==> src/rtl/clk_gen_pkg.sv <==
// Shared definitions for the programmable clock divider: default widths,
// the minimum legal divide ratio and the ratio sanitiser.
package clk_gen_pkg;

   localparam int          DEF_CNT_W  = 16;
   localparam int          DEF_PCNT_W = 32;
   localparam int          DEF_DIV    = 2;
   localparam int unsigned MIN_DIV    = 2;

   typedef enum logic {
      ST_IDLE = 1'b0,
      ST_RUN  = 1'b1
   } clk_state_t;

   // Ratios below MIN_DIV cannot form a high and a low phase, so they clamp up.
   function automatic int unsigned sanitize_div(input int unsigned n);
      return (n < MIN_DIV) ? MIN_DIV : n;
   endfunction

endpackage

==> src/rtl/clk_gen_phase_ctr.sv <==
// Phase counter for one divided-clock period: counts 0..N-1 while advancing,
// and flags the last cycle plus the high/low shape of the next cycle.
module clk_gen_phase_ctr
   import clk_gen_pkg::*;
#(
   parameter int CNT_W = DEF_CNT_W
) (
   input  logic             Clock,
   input  logic             Reset_n,
   input  logic             advance,
   input  logic [CNT_W-1:0] ratio,
   output logic             period_end,
   output logic             hi_next,
   output logic             fall_next
);

   localparam logic [CNT_W:0] ONE_X = {{CNT_W{1'b0}}, 1'b1};

   logic [CNT_W-1:0] phase;
   logic [CNT_W:0]   ratio_x;
   logic [CNT_W:0]   high_len;
   logic [CNT_W:0]   phase_inc;

   // One extra bit so ceil(N/2) and phase+1 cannot overflow at full-scale N.
   assign ratio_x   = {1'b0, ratio};
   assign high_len  = (ratio_x + ONE_X) >> 1;
   assign phase_inc = {1'b0, phase} + ONE_X;

   assign period_end = advance && (phase_inc == ratio_x);
   assign hi_next    = (phase_inc < high_len);
   assign fall_next  = (phase_inc == high_len);

   always_ff @(posedge Clock or negedge Reset_n) begin
      if (!Reset_n) begin
         phase <= '0;
      end else if (advance && !period_end) begin
         phase <= phase_inc[CNT_W-1:0];
      end else begin
         phase <= '0;
      end
   end

endmodule

==> src/rtl/clk_gen.sv <==
// Programmable clock divider: produces CLK at Clock/N with edge strobes and a
// completed-period counter. Ratio changes and stops only take effect at period ends.
//
// state   | meaning
// --------+---------------------------------------------------------------
// ST_IDLE | CLK held low, phase counter at 0, waiting for en
// ST_RUN  | a period is in progress; back-to-back periods while en stays 1
module clk_gen
   import clk_gen_pkg::*;
#(
   parameter int CNT_W       = DEF_CNT_W,
   parameter int DEFAULT_DIV = DEF_DIV,
   parameter int PCNT_W      = DEF_PCNT_W
) (
   input  logic              Clock,
   input  logic              Reset_n,
   input  logic              en,
   input  logic [CNT_W-1:0]  div_ratio,
   input  logic              load,
   output logic              CLK,
   output logic              rise_tick,
   output logic              fall_tick,
   output logic [PCNT_W-1:0] period_cnt,
   output logic              running
);

   localparam logic [CNT_W-1:0]  RESET_DIV = CNT_W'(sanitize_div(DEFAULT_DIV));
   localparam logic [PCNT_W-1:0] PCNT_ONE  = {{(PCNT_W-1){1'b0}}, 1'b1};

   clk_state_t       state;
   logic [CNT_W-1:0] act_ratio;
   logic [CNT_W-1:0] pend_ratio;
   logic [CNT_W-1:0] load_ratio;
   logic [CNT_W-1:0] next_ratio;
   logic             period_end;
   logic             hi_next;
   logic             fall_next;

   assign load_ratio = CNT_W'(sanitize_div(32'(div_ratio)));
   // A load coinciding with a period start wins over the older pending value.
   assign next_ratio = load ? load_ratio : pend_ratio;

   clk_gen_phase_ctr #(
      .CNT_W (CNT_W)
   ) u_phase_ctr (
      .Clock      (Clock),
      .Reset_n    (Reset_n),
      .advance    (running),
      .ratio      (act_ratio),
      .period_end (period_end),
      .hi_next    (hi_next),
      .fall_next  (fall_next)
   );

   always_ff @(posedge Clock or negedge Reset_n) begin
      if (!Reset_n) begin
         state      <= ST_IDLE;
         act_ratio  <= RESET_DIV;
         pend_ratio <= RESET_DIV;
         CLK        <= 1'b0;
         rise_tick  <= 1'b0;
         fall_tick  <= 1'b0;
         period_cnt <= '0;
         running    <= 1'b0;
      end else begin
         rise_tick <= 1'b0;
         fall_tick <= 1'b0;
         if (load) begin
            pend_ratio <= load_ratio;
         end
         case (state)
            ST_IDLE: begin
               if (en) begin
                  state     <= ST_RUN;
                  running   <= 1'b1;
                  act_ratio <= next_ratio;
                  CLK       <= 1'b1;
                  rise_tick <= 1'b1;
               end
            end
            ST_RUN: begin
               if (period_end) begin
                  period_cnt <= period_cnt + PCNT_ONE;
                  if (en) begin
                     act_ratio <= next_ratio;
                     CLK       <= 1'b1;
                     rise_tick <= 1'b1;
                  end else begin
                     state   <= ST_IDLE;
                     running <= 1'b0;
                     CLK     <= 1'b0;
                  end
               end else begin
                  CLK       <= hi_next;
                  fall_tick <= fall_next;
               end
            end
            default: begin
               state   <= ST_IDLE;
               running <= 1'b0;
               CLK     <= 1'b0;
            end
         endcase
      end
   end

endmodule

==> config.mk <==
export PLATFORM = sky130hd
export DESIGN_NAME = clk_gen
export DESIGN_NICKNAME = d
export VERILOG_FILES = /design/src/rtl/clk_gen_pkg.sv /design/src/rtl/clk_gen_phase_ctr.sv /design/src/rtl/clk_gen.sv
export SDC_FILE = /design/constraint.sdc
export NUM_CORES = 1
export LEC_CHECK = 0
export BUFFER_PORTS_ARGS = -buffer_cell sky130_fd_sc_hd__buf_4
export CORE_ASPECT_RATIO = 1.4
export CORE_UTILIZATION = 45
export DETAILED_ROUTE_END_ITERATION = 12
export GPL_TIMING_DRIVEN = 0
export PLACE_DENSITY = 0.71
export SKIP_CTS_REPAIR_TIMING = 1
export SLEW_MARGIN = 40
export SYNTH_ARGS = -nofsm -noshare
export SYNTH_HDL_FRONTEND = slang
export SYNTH_HIERARCHICAL = 1
export SYNTH_SLANG_ARGS = --single-unit
==> constraint.sdc <==
create_clock -name Clock -period 4.05 [get_ports Clock]
set_clock_uncertainty 0.1 [all_clocks]
set_input_delay 0.405 -clock Clock [delete_from_list [all_inputs] [get_ports Clock]]
set_output_delay 0.405 -clock Clock [all_outputs]
set_load 0.1 [all_outputs]
### Yosys cells after proc, flatten, opt, wreduce, memory -nomap -nowiden

Index checks and enable logic that the tools add are counted.

| storage, ports and cells | value |
|---|---|
| register bits | 85 |
| bits of input ports | 20 |
| output and inout bits | 36 |
| logic and storage cells | 44 |

| operators by class | value |
|---|---|
| add/sub/neg operators | 3 |
| magnitude comparators | 2 |
| equal/unequal tests | 5 |
| muxes and demuxes | 19 |
| bitwise gates (word level) | 1 |
| reduce and logical (&&, ||, !) cells | 5 |

Operator list:

| operator | number |
|---|---|
| $mux W16 | 5 |
| $add A16 B1 Y17 const B | 2 |
| $eq A17 B16 Y1 | 2 |
| $add A32 B1 Y32 const B | 1 |
| $pmux W16 S2 | 1 |
| $lt A17 B16 Y1 | 1 |
| $lt A16 B2 Y1 const B | 1 |
| $mux W1 | 9 |
| $pmux W1 S2 | 4 |
| $ne A2 B2 Y1 const B | 2 |
| $reduce_and A3 Y1 | 1 |
| $logic_and A1 B1 Y1 | 2 |
| $ne A2 B1 Y1 const B | 1 |
| $reduce_and A2 Y1 | 1 |
| $logic_not A1 Y1 | 1 |
| $not A1 Y1 | 1 |

### Longest topological paths before layout

Gate-level depths: netlist of the first run.

| depth | value |
|---|---|
| word-level depth | 6 |
| depth in mapped cells | 14 |
| depth with buffers taken out | 14 |

### By module

The synthesis of the first run kept the hierarchy.

Modules (own cells, without submodules):

| module | instances | cells an instance | area each (µm²) | sequential area each (µm²) |
|---|---|---|---|---|
| clk_gen | 1 | 217 | 2,882.8 | 1,729.2 |
| clk_gen_phase_ctr | 1 | 235 | 2,009.4 | 400.4 |

### Worst setup path before layout of the first run

OpenSTA, ideal clock, no wires.

| path | value |
|---|---|
| kind | flip-flop to flip-flop |
| start | reg u_phase_ctr.phase[0] |
| end | reg period_cnt[19] |
| arrival | 3,301 ps |
| data required time | 3,792 ps |
| slack | 491 ps |
| cell stages (with the launch flop) | 12 |
| period minus slack after synthesis | 3,559 ps |
| cells stage by stage | dfrtp_1 -> ha_1 -> nand4_2 -> nor3_2 -> o32ai_1 -> a2111o_1 -> nor4_4 -> and3_1 -> nand4_2 -> nor4_4 -> nand4_1 -> xnor2_1 |

| on the way | value |
|---|---|
| longest elaborated chain between the ends | 4 |

Ends and longest elaborated chain:

| element | RTL line | text |
|---|---|---|
| start, declared | clk_gen_phase_ctr.sv:19 | `logic [CNT_W-1:0] phase;` |
| start signal, assigned | clk_gen_phase_ctr.sv:37 | `phase <= phase_inc[CNT_W-1:0];` |
| $add A16 B1 Y17 | clk_gen_phase_ctr.sv:27 | `assign phase_inc = {1'b0, phase} + ONE_X;` |
| $eq A17 B16 Y1 | clk_gen_phase_ctr.sv:29 | `assign period_end = advance && (phase_inc == ratio_x);` |
| $logic_and A1 B1 Y1 | clk_gen_phase_ctr.sv:29 |  |
| via period_end | clk_gen.sv:35 | `logic period_end;` |
| $reduce_and A2 Y1 (no line) | -- |  |
| end signal, assigned | clk_gen.sv:83 | `period_cnt <= period_cnt + PCNT_ONE;` |
| end, declared | clk_gen.sv:23 | `output logic [PCNT_W-1:0] period_cnt,` |

The timed path passes the listed nets, and every way through them passes these cells.
A chain may end at the register's enable or synchronous reset.

### Worst setup path after layout of the first run

| path | value |
|---|---|
| start | reg u_phase_ctr.phase[9] |
| end | reg act_ratio[13] |

| on the way | value |
|---|---|
| longest elaborated chain between the ends | 4 |

Ends and longest elaborated chain:

| element | RTL line | text |
|---|---|---|
| $add A16 B1 Y17 | clk_gen_phase_ctr.sv:27 |  |
| $eq A17 B16 Y1 | clk_gen_phase_ctr.sv:29 |  |
| $logic_and A1 B1 Y1 | clk_gen_phase_ctr.sv:29 |  |
| via period_end | clk_gen.sv:35 |  |
| $ne A2 B1 Y1 (no line) | -- |  |
| end signal, assigned | clk_gen.sv:76 | `act_ratio <= next_ratio;` |
| end signal, assigned | clk_gen.sv:85 | `act_ratio <= next_ratio;` |
| end, declared | clk_gen.sv:31 | `logic [CNT_W-1:0] act_ratio;` |

The timed path passes the listed nets, and every way through them passes these cells.

==> qor.txt, run 1 <==
=================================================================================
Status                                                               finished, violations left
Violations in the final reports                                       hold timing
Antenna diodes                                                                  0
CP startpoint kind                                                      flip-flop
Register clock-pin slew on the reported worst setup and hold paths        0.06 ns
Max-cap violations                                                              0
TritonCTS buffer count                                                          9
Cell with the most instances after synthesis                         sky130_fd_sc_hd__dfrtp_1
Multi-input gate area                                                    2591 um2
Max-slew headroom at the worst pin                                         0.5462
Pin count of the biggest net entering global routing                           86
Synth-to-Final Area Change                                                 19.18%
Final design instance area without fill                                  5831 um2
Pins Over Slew Limit                                                            0
Antenna violations before repair                                                0
Number of global-route vias before repair                                    3749
Buffers plus inverters on the worst setup path                                  3
Sequential fraction of the synthesis area                                  0.4353
Cells after synthesis                                                         452
Fin crit share                                                             0.9410
Global placer's final weighted congestion                                  0.8680
Number of enable flip-flop cells after synthesis                                0
Final Core Density                                                         0.5574
Initial core utilization                                                   0.4677
CP max-delay cell                                                    sky130_fd_sc_hd__dfrtp_1
Cell types with the largest area share after synthesis               sky130_fd_sc_hd__dfrtp_1 (42%), sky130_fd_sc_hd__xnor2_1 (8.6%), sky130_fd_sc_hd__mux2_2 (5.5%), sky130_fd_sc_hd__ha_1 (4.9%), sky130_fd_sc_hd__xor2_1 (4.3%)
Setup violators final                                                           0
Fraction of synthesis flops using an asynchronous set or reset pin          1.000
Instance area at placement                                               5474 um2
# IOs                                                                          56
Critical Path RT                                                          4.17 ns
Cell at the root of the clock tree                                   sky130_fd_sc_hd__clkbuf_16
Total count of hold-check failures in the final report                          4
Path type of the worst setup path                                      reg -> reg
Port bufs                                                                      54
Number of levels in the clock H-tree                                            3
Number of different library cells in the post-synthesis netlist                60
Die Y                                                                    125.4 um
Post-DP HPWL                                                             8.265 mm
Cell taking the most area after synthesis                            sky130_fd_sc_hd__dfrtp_1
CTS tree                                                                    built
Detailed-route wire length per cell                                      16.69 um
Number of sinks driven by the clock tree                                       85
Wire length of the first global-routing pass                             18.20 mm
Maximum VDD drop                                                         212.3 uV
Cell Rows                                                                      44
Via count                                                                    3660
Top post-synthesis cells by count                                    sky130_fd_sc_hd__dfrtp_1 (83), sky130_fd_sc_hd__xnor2_1 (48), sky130_fd_sc_hd__nand2_1 (41)
Post-Syn Area per Cell                                                  10.82 um2
Post-route ant nets                                                             0
Total design power                                                       2.140 mW
Layout cell share with drive strength beyond 1                             0.2595
Number of fill cells                                                          964
Die ar.                                                                 11300 um2
Global router's overall resource usage                                     0.2053
Dominant register cell in the synthesized netlist                    sky130_fd_sc_hd__dfrtp_1
Family with the most delay on the worst path                         simple AND/OR/NAND/NOR gates
Final layout net count                                                        558
Insertion delay to the later sink of the worst-skew pair                  0.34 ns
Crit path DAT                                                             3.93 ns
RSZ-0062 raised after global routing                                           no
Synthesized net count                                                         491
Maximum frequency from static timing analysis                           262.4 MHz
Number of register bits inferred by synthesis                                  85
Area of the mapped netlist                                               4892 um2
Pwr Density                                                          367.0 nW/um2
Placeable core region                                                   10460 um2
Die X                                                                    90.12 um
Final Critical Period                                                    3.811 ns
Number of synthesis warnings                                                    6
DR DRC count                                                                    0
Static Leak                                                              2.734 nW
Number of vias per cell                                                     5.529
Crit path largest cell delay                                              0.47 ns
Yosys top cell area share                                                  0.4246
Slew at the pin with the worst max-slew slack                           0.6745 ns
Type of element capturing the critical path                             flip-flop
Sequential standard cell area                                            2131 um2
Hold WS                                                              -0.008494 ns
Detailed-route wire length                                               11.05 mm
Max FO, Critical Path                                                          10
Buffers from clock root to sink, at most                                        2
First-pass iteration count of the detailed router                               4
Worst path cell trace                                                nand4_2 -> nor4_1 -> mux2_2 -> a2111oi_1 -> and3_1 -> buf_6 -> and3_2 -> nand2b_1 -> and2_1 -> buf_2 -> buf_4 -> mux2_1
Hold Path Class                                                       in -> async
Iteration-0 DRC Markers                                                       121
Remaining global-route overflow                                                 0
=================================================================================
-- sequential cells by signal, indices dropped and copies added, names as in the netlist --
register,flops
period_cnt,32
pend_ratio,16
u_phase_ctr/phase,16
act_ratio,16
running,1
fall_tick,1
rise_tick,1
CLK,1
state,1
-- cells in the final DEF (no fill, tap or decap), types with 3 or more instances in the layout --
master                       n
sky130_fd_sc_hd__inv_1      10
sky130_fd_sc_hd__and3_1      7
sky130_fd_sc_hd__nand4_1    26
sky130_fd_sc_hd__clkbuf_16   9
sky130_fd_sc_hd__buf_4      57
sky130_fd_sc_hd__nor3_1      5
sky130_fd_sc_hd__nand2_1    41
sky130_fd_sc_hd__a31oi_1     3
sky130_fd_sc_hd__mux2_2     24
sky130_fd_sc_hd__o21ai_0     5
sky130_fd_sc_hd__mux2_1      7
sky130_fd_sc_hd__nand4_4     3
sky130_fd_sc_hd__ha_1       18
sky130_fd_sc_hd__nor4_4      4
sky130_fd_sc_hd__and2_1      3
sky130_fd_sc_hd__dfrtp_1    82
sky130_fd_sc_hd__xnor2_1    48
sky130_fd_sc_hd__nand3_1    22
sky130_fd_sc_hd__nand2b_1    6
sky130_fd_sc_hd__nor4_1     10
sky130_fd_sc_hd__nor2_1     18
sky130_fd_sc_hd__buf_6       3
sky130_fd_sc_hd__a21oi_1    22
sky130_fd_sc_hd__xor2_1     24
sky130_fd_sc_hd__clkbuf_8    6
sky130_fd_sc_hd__and4_1      5
sky130_fd_sc_hd__buf_2       4
sky130_fd_sc_hd__a21o_1      5
-- through the flow --
stage / hold WS, ns / setup TNS (ns) / std cells / setup slack, ns
3_5_place_dp: 0.3672 / -1.219 / 644 / -0.09956
6_report: -0.008494 / 0 / 662 / 0.2388
2_1_floorplan: 0.009409 / 0 / 452 / 0.4911
3_3_place_gp: 0.3666 / -0.3238 / 644 / -0.03891
4_1_cts: 0.04936 / -1.806 / 660 / -0.1338
5_1_grt: 0.05083 / 0 / 662 / 0.03101
-- final cells by class --
| cell class | instances | area share |
|---|---|---|
| clock buffers | 11 | 0.04335 |
| inverters | 10 | 0.006438 |
| flip-flops and latches | 85 | 0.3655 |
| plain buffers | 17 | 0.02511 |
| multi-input cells | 339 | 0.4444 |
| well taps | 138 | 0.02961 |
| repair buffers | 57 | 0.07446 |
| clock inverters | 5 | 0.01116 |
-- final timing paths --
path,end,slack (ns),depth (start not counted),startpoint
worst max register to register,act_ratio[13],0.24,12,u_phase_ctr/phase[9]
worst min-delay path,u_phase_ctr/phase[1],-0.008,1,Reset_n
min in group Clock,state,0.21,2,en
worst max-delay path,act_ratio[13],0.24,12,u_phase_ctr/phase[9]
max in group asynchronous,u_phase_ctr/phase[12],3.37,1,Reset_n
worst min register to register,period_cnt[31],0.39,1,period_cnt[31]
-- cells by family after synthesis --
logic type	synth area share
AOI/OAI and AO/OA	0.06420
DFF	0.4353
xor gates and xnor gates	0.1335
and+or+nand+nor	0.2054
buffers and inverters	0.03964
adders and majority gates	0.04859
muxes	0.07340
-- worst reg2reg max path: stages, from the launching register on --
cell and delay [ns]:
sky130_fd_sc_hd__dfrtp_1 0.47, sky130_fd_sc_hd__nand4_2 0.29, sky130_fd_sc_hd__nor4_1 0.30, sky130_fd_sc_hd__mux2_2 0.39, sky130_fd_sc_hd__a2111oi_1 0.39, sky130_fd_sc_hd__and3_1 0.23, sky130_fd_sc_hd__buf_6 0.13, sky130_fd_sc_hd__and3_2 0.27
sky130_fd_sc_hd__nand2b_1 0.18, sky130_fd_sc_hd__and2_1 0.14, sky130_fd_sc_hd__buf_2 0.23, sky130_fd_sc_hd__buf_4 0.24, sky130_fd_sc_hd__mux2_1 0.34
-- report_power, final --
group | leakage (nW) | switching [mW] | total, mW | internal [mW]
registers | 1.13 | 0.0399 | 0.931 | 0.891
logic | 1.45 | 0.206 | 0.346 | 0.140
clock network | 0.150 | 0.345 | 0.863 | 0.518
total | 2.73 | 0.591 | 2.14 | 1.55
-- layer usage --
metal / share of wire / up-vias / GRT usage
li1: - / 1755 / -
met1: 0.41 / 1807 / 0.2303
met2: 0.53 / 74 / 0.3700
met3: 0.035 / 24 / 0.04075
met4: 0.033 / 0 / 0.09772
met5: 0 / - / 0
(Power assumes the default switching activity.)
==> run 2: changes to the inputs <==
--- a/config.mk
+++ b/config.mk
@@ -9,7 +9,6 @@
 export CORE_ASPECT_RATIO = 1.4
 export CORE_UTILIZATION = 45
 export DETAILED_ROUTE_END_ITERATION = 12
-export GPL_TIMING_DRIVEN = 0
 export PLACE_DENSITY = 0.71
 export SKIP_CTS_REPAIR_TIMING = 1
 export SLEW_MARGIN = 40
==> qor.txt, run 2 (synthesis results as in run 1) <==
=================================================================================
RSZ-0062 raised after global routing                                           no
Number of fill cells                                                          935
Iteration-0 DRC Markers                                                       154
Slew at the pin with the worst max-slew slack                           0.6848 ns
Pins Over Slew Limit                                                            0
Register bank with the most flops                                      period_cnt
Placement Setup Slack                                                   0.2757 ns
Detailed-route wire length per cell                                      17.09 um
Placeable core region                                                   10460 um2
# IOs                                                                          56
Hold WS                                                               -0.02772 ns
Cell at the root of the clock tree                                   sky130_fd_sc_hd__clkbuf_16
DR DRC count                                                                    0
Path type of the worst setup path                                      reg -> reg
Setup violators final                                                           0
Buffers from clock root to sink, at most                                        2
CTS tree                                                                    built
Max reg flops                                                                  32
Global placer's final weighted congestion                                   1.010
Remaining global-route overflow                                                 0
Cell Rows                                                                      44
Status                                                               finished, violations left
Final layout net count                                                        545
Antenna diodes                                                                  0
Maximum frequency from static timing analysis                           270.1 MHz
Most frequent cells in the layout                                    sky130_fd_sc_hd__dfrtp_1 (83), sky130_fd_sc_hd__buf_4 (60), sky130_fd_sc_hd__xnor2_1 (48), sky130_fd_sc_hd__nand2_1 (41), sky130_fd_sc_hd__nand4_1 (26)
Post-route setup TNS                                                         0 ns
Number of vias per cell                                                     5.658
Violations in the final reports                                       hold timing
Global router's overall resource usage                                     0.2089
Initial core utilization                                                   0.4677
Total design power                                                       2.097 mW
Number of sinks driven by the clock tree                                       85
Insertion delay to the later sink of the worst-skew pair                  0.34 ns
Die ar.                                                                 11300 um2
Crit path DAT                                                             3.82 ns
Static Leak                                                              2.665 nW
Register clock-pin slew on the reported worst setup and hold paths        0.06 ns
Maximum VDD drop                                                         245.4 uV
Type of element capturing the critical path                             flip-flop
Total count of hold-check failures in the final report                         12
Hold Path Class                                                       in -> async
Final design instance area without fill                                  5690 um2
Wire length of the first global-routing pass                             18.69 mm
Die Y                                                                    125.4 um
Number of global-route vias before repair                                    3778
Post-DP HPWL                                                             8.397 mm
Final Critical Period                                                    3.703 ns
Antenna violations before repair                                                0
Max-slew headroom at the worst pin                                         0.5434
Detailed-route wire length                                               11.09 mm
Synth-to-Final Area Change                                                 16.32%
Post-route ant nets                                                             0
CP startpoint kind                                                      flip-flop
Layout cell share with drive strength beyond 1                             0.2427
Number of levels in the clock H-tree                                            3
Most common library cell in the layout ignoring fill and taps        sky130_fd_sc_hd__dfrtp_1
Max FO, Critical Path                                                          18
Post-route setup slack                                                  0.3471 ns
Critical Path RT                                                          4.17 ns
Max-cap violations                                                              0
First-pass iteration count of the detailed router                               4
TritonCTS buffer count                                                          9
Die X                                                                    90.12 um
Fin crit share                                                             0.9143
Instance area at placement                                               5363 um2
Via count                                                                    3672
Pwr Density                                                          368.5 nW/um2
Pin count of the biggest net entering global routing                           86
Port bufs                                                                      55
=================================================================================
run 2: worst paths after layout:
path	start	to	slack, ns	cells past startpoint
worst max register to register	u_phase_ctr/phase[0]	act_ratio[15]	0.35	11
min in group Clock	en	state	0.23	2
worst min register to register	period_cnt[31]	period_cnt[31]	0.39	1
worst max-delay path	u_phase_ctr/phase[0]	act_ratio[15]	0.35	11
worst min-delay path	Reset_n	u_phase_ctr/phase[4]	-0.03	1
max in group asynchronous	Reset_n	u_phase_ctr/phase[7]	3.35	1
run 2: cell type report:
cell class              count  area (um2)  share of cell area
clock buffers              10       239.0             0.04200
clock inverters             6       68.82             0.01209
well taps                 138       172.7             0.03034
inverters                  10       37.54            0.006596
repair buffers             61       464.2             0.08157
multi-input cells         339        2579              0.4532
flip-flops and latches     85        2130              0.3742
run 2: report_power, final:
group          internal [mW]  leakage (nW)  switching, mW
Clock                  0.499         0.149          0.341
Combinational          0.123          1.38          0.198
Sequential             0.891          1.13         0.0443
run 2: per-layer routing:
metal,up-vias,global-route usage,wire (um)
met5,-,0,0
met4,0,0.07685,279
met3,21,0.04440,517
met2,98,0.3767,5796
met1,1824,0.2418,4495
li1,1729,-,-
run 2: stage by stage:
step	utilization	instances	hold WS [ns]
2_1_floorplan	-	452	0.009409
3_3_place_gp	0.5123	632	0.3693
3_5_place_dp	0.5127	632	0.3669
4_1_cts	0.5421	648	0.04004
5_1_grt	0.5440	649	0.07055
6_report	0.5440	649	-0.02772
run 2: worst max-delay path, cell delays in order (launching register included):
cell and delay, ns:
sky130_fd_sc_hd__dfrtp_1 0.48, sky130_fd_sc_hd__ha_1 0.35, sky130_fd_sc_hd__nand4_2 0.27, sky130_fd_sc_hd__nor3_2 0.31, sky130_fd_sc_hd__o32ai_1 0.12, sky130_fd_sc_hd__a2111o_1 0.39, sky130_fd_sc_hd__nor4_4 0.27, sky130_fd_sc_hd__and3_1 0.35
sky130_fd_sc_hd__nand2b_1 0.19, sky130_fd_sc_hd__and2_1 0.13, sky130_fd_sc_hd__buf_4 0.25, sky130_fd_sc_hd__mux2_2 0.37
==> run 3: changes to the inputs <==
--- a/config.mk
+++ b/config.mk
@@ -7,6 +7,7 @@
 export LEC_CHECK = 0
 export BUFFER_PORTS_ARGS = -buffer_cell sky130_fd_sc_hd__buf_4
 export CORE_ASPECT_RATIO = 1.4
+export CORE_MARGIN = 8
 export CORE_UTILIZATION = 45
 export DETAILED_ROUTE_END_ITERATION = 12
 export PLACE_DENSITY = 0.71
==> qor.txt, run 3 (synthesis results as in run 1) <==
=================================================================================
Status                                                               finished, violations left
Violations in the final reports                                       hold timing
Register bank with the most flops                                      period_cnt
Instance area at placement                                               5366 um2
Power share of the sequential group                                         0.457
Hold WS                                                               -0.04171 ns
CP startpoint kind                                                      flip-flop
Detailed-route wire length per cell                                      18.00 um
Register clock-pin slew on the reported worst setup and hold paths        0.06 ns
Post-route ant nets                                                             0
Pin count of the biggest net entering global routing                           86
Wire length of the first global-routing pass                             19.49 mm
Number of fill cells                                                          956
Post-DP HPWL                                                             8.762 mm
CTS tree                                                                    built
Buffers from clock root to sink, at most                                        2
Number of global-route vias before repair                                    3946
Pwr Density                                                          362.2 nW/um2
Via count                                                                    3761
Switching fraction of total power                                          0.2911
Cell at the root of the clock tree                                   sky130_fd_sc_hd__clkbuf_16
Slew at the pin with the worst max-slew slack                           0.7426 ns
Number of sinks driven by the clock tree                                       85
Family with the most delay on the worst path                         simple AND/OR/NAND/NOR gates
Placement Setup Slack                                                   0.3079 ns
Final Critical Period                                                    3.686 ns
Detailed route wirelength on metal3                                        620 um
Die Y                                                                    139.4 um
CP max-delay cell                                                    sky130_fd_sc_hd__dfrtp_1
Iteration-0 DRC Markers                                                       185
Global placer's final weighted congestion                                  0.9449
Sw power                                                                0.5960 mW
Buffers plus inverters on the worst setup path                                  0
Setup violators final                                                           0
Global router's overall resource usage                                     0.1650
Met2 wire length                                                         5.937 mm
Crit path DAT                                                             3.81 ns
Initial core utilization                                                   0.4573
Insertion delay to the later sink of the worst-skew pair                  0.34 ns
Detailed-route wire length                                               11.72 mm
Max-slew headroom at the worst pin                                         0.5004
Layout cell share with drive strength beyond 1                             0.2392
Number of levels in the clock H-tree                                            3
Destination of the worst register-to-register timing path            period_cnt[29]
Total count of hold-check failures in the final report                         12
Crit path largest cell delay                                              0.48 ns
Highest routed layer                                                         met4
# IOs                                                                          56
Wire length on met1                                                      4.625 mm
First-pass iteration count of the detailed router                               4
Max reg flops                                                                  32
Number of vias per cell                                                     5.777
Critical Path RT                                                          4.17 ns
Design internal power                                                    1.452 mW
Port bufs                                                                      55
Synth-to-Final Area Change                                                 15.55%
Maximum frequency from static timing analysis                           271.3 MHz
Most frequent cells in the layout                                    sky130_fd_sc_hd__dfrtp_1 (83), sky130_fd_sc_hd__buf_4 (59), sky130_fd_sc_hd__xnor2_1 (48), sky130_fd_sc_hd__nand2_1 (41), sky130_fd_sc_hd__nand4_1 (26)
Setup slack on the worst flop-to-flop path                                0.36 ns
Max FO, Critical Path                                                           9
Startpoint of the worst-slack reg-to-reg timing path                 u_phase_ctr/phase[0]
Most common library cell in the layout ignoring fill and taps        sky130_fd_sc_hd__dfrtp_1
TritonCTS buffer count                                                          9
Antenna diodes                                                                  0
Clock Power Share                                                           0.385
Total design power                                                       2.048 mW
Type of element capturing the critical path                             flip-flop
Worst path cell trace                                                ha_1 -> nand4_2 -> nor3_2 -> o32ai_1 -> a2111o_1 -> nor4_4 -> and3_1 -> nand4_2 -> nor4_4 -> nand4_1 -> xnor2_1
Die ar.                                                                 14510 um2
Fin crit share                                                             0.9101
Placed cell count                                                             635
Static Leak                                                              2.626 nW
Placeable core region                                                   10700 um2
Remaining global-route overflow                                                 0
Maximum VDD drop                                                         257.0 uV
DR DRC count                                                                    0
Final layout net count                                                        544
RSZ-0062 raised after global routing                                           no
Path type of the worst setup path                                      reg -> reg
Worst-case reg-to-reg path depth                                               11
Antenna violations before repair                                                0
Finished Layout Cells                                                         651
Pins Over Slew Limit                                                            0
Post-route setup slack                                                  0.3639 ns
Hold Path Class                                                       in -> async
Max-cap violations                                                              0
Die X                                                                    104.1 um
Cell Rows                                                                      45
Logic gate share of total power                                             0.158
Post-route setup TNS                                                         0 ns
Final design instance area without fill                                  5653 um2
=================================================================================
## run 3: cell types whose count changed in the layout (fill, tap and decap cells not counted)
cell / before / now
sky130_fd_sc_hd__a2111oi_0: 0 / 1
sky130_fd_sc_hd__a2111oi_1: 1 / 0
sky130_fd_sc_hd__buf_4: 60 / 59
sky130_fd_sc_hd__bufinv_16: 1 / 0
sky130_fd_sc_hd__clkbuf_1: 0 / 1
sky130_fd_sc_hd__clkinv_2: 1 / 0
sky130_fd_sc_hd__clkinvlp_4: 1 / 2
sky130_fd_sc_hd__nor4_2: 0 / 1
sky130_fd_sc_hd__nor4_4: 4 / 3
## run 3: worst max-delay path by stage
stage	startpoint	end	slack, ns	cells past startpoint
6_report	u_phase_ctr/phase[0]	period_cnt[29]	0.36	11
5_1_grt	u_phase_ctr/phase[0]	period_cnt[27]	0.02	11
4_1_cts	u_phase_ctr/phase[0]	period_cnt[27]	0.29	11
3_5_place_dp	u_phase_ctr/phase[0]	period_cnt[27]	0.31	11
3_3_place_gp	u_phase_ctr/phase[0]	period_cnt[19]	0.42	11
2_1_floorplan	u_phase_ctr/phase[0]	period_cnt[19]	0.49	11
## run 3: stage by stage
| step | utilization | hold WS, ns |
|---|---|---|
| after floorplan | - | 0.009409 |
| after global placement | 0.5013 | 0.3675 |
| after detailed placement | 0.5016 | 0.3687 |
| after CTS | 0.5282 | 0.04910 |
| after global routing | 0.5284 | 0.05725 |
| final | 0.5284 | -0.04171 |
## run 3: power by group through the flow
stage               Combinational [mW]  Clock (mW)  Sequential (mW)
finish                           0.324       0.788            0.936
global placement                 0.320           0            0.949
floorplan                        0.179           0            0.997
global route                     0.351       0.834            0.941
detailed placement               0.324           0            0.951
CTS                              0.325       0.805            0.936
## run 3: layer usage
metal  vias to the layer above  track usage
met1                      1850       0.1765
met4                         0      0.09870
met5                         -            0
li1                       1737            -
met2                       136       0.2862
met3                        38      0.04251
## run 3: final cells by class
class                   count  area (um2)  share of cell area
multi-input cells         339        2569              0.4544
flip-flops and latches     85        2130              0.3767
repair buffers             60       456.7             0.08079
clock buffers              11       242.7             0.04294
well taps                 141       176.4             0.03121
clock inverters             5       41.29            0.007304
inverters                  10       37.54            0.006640
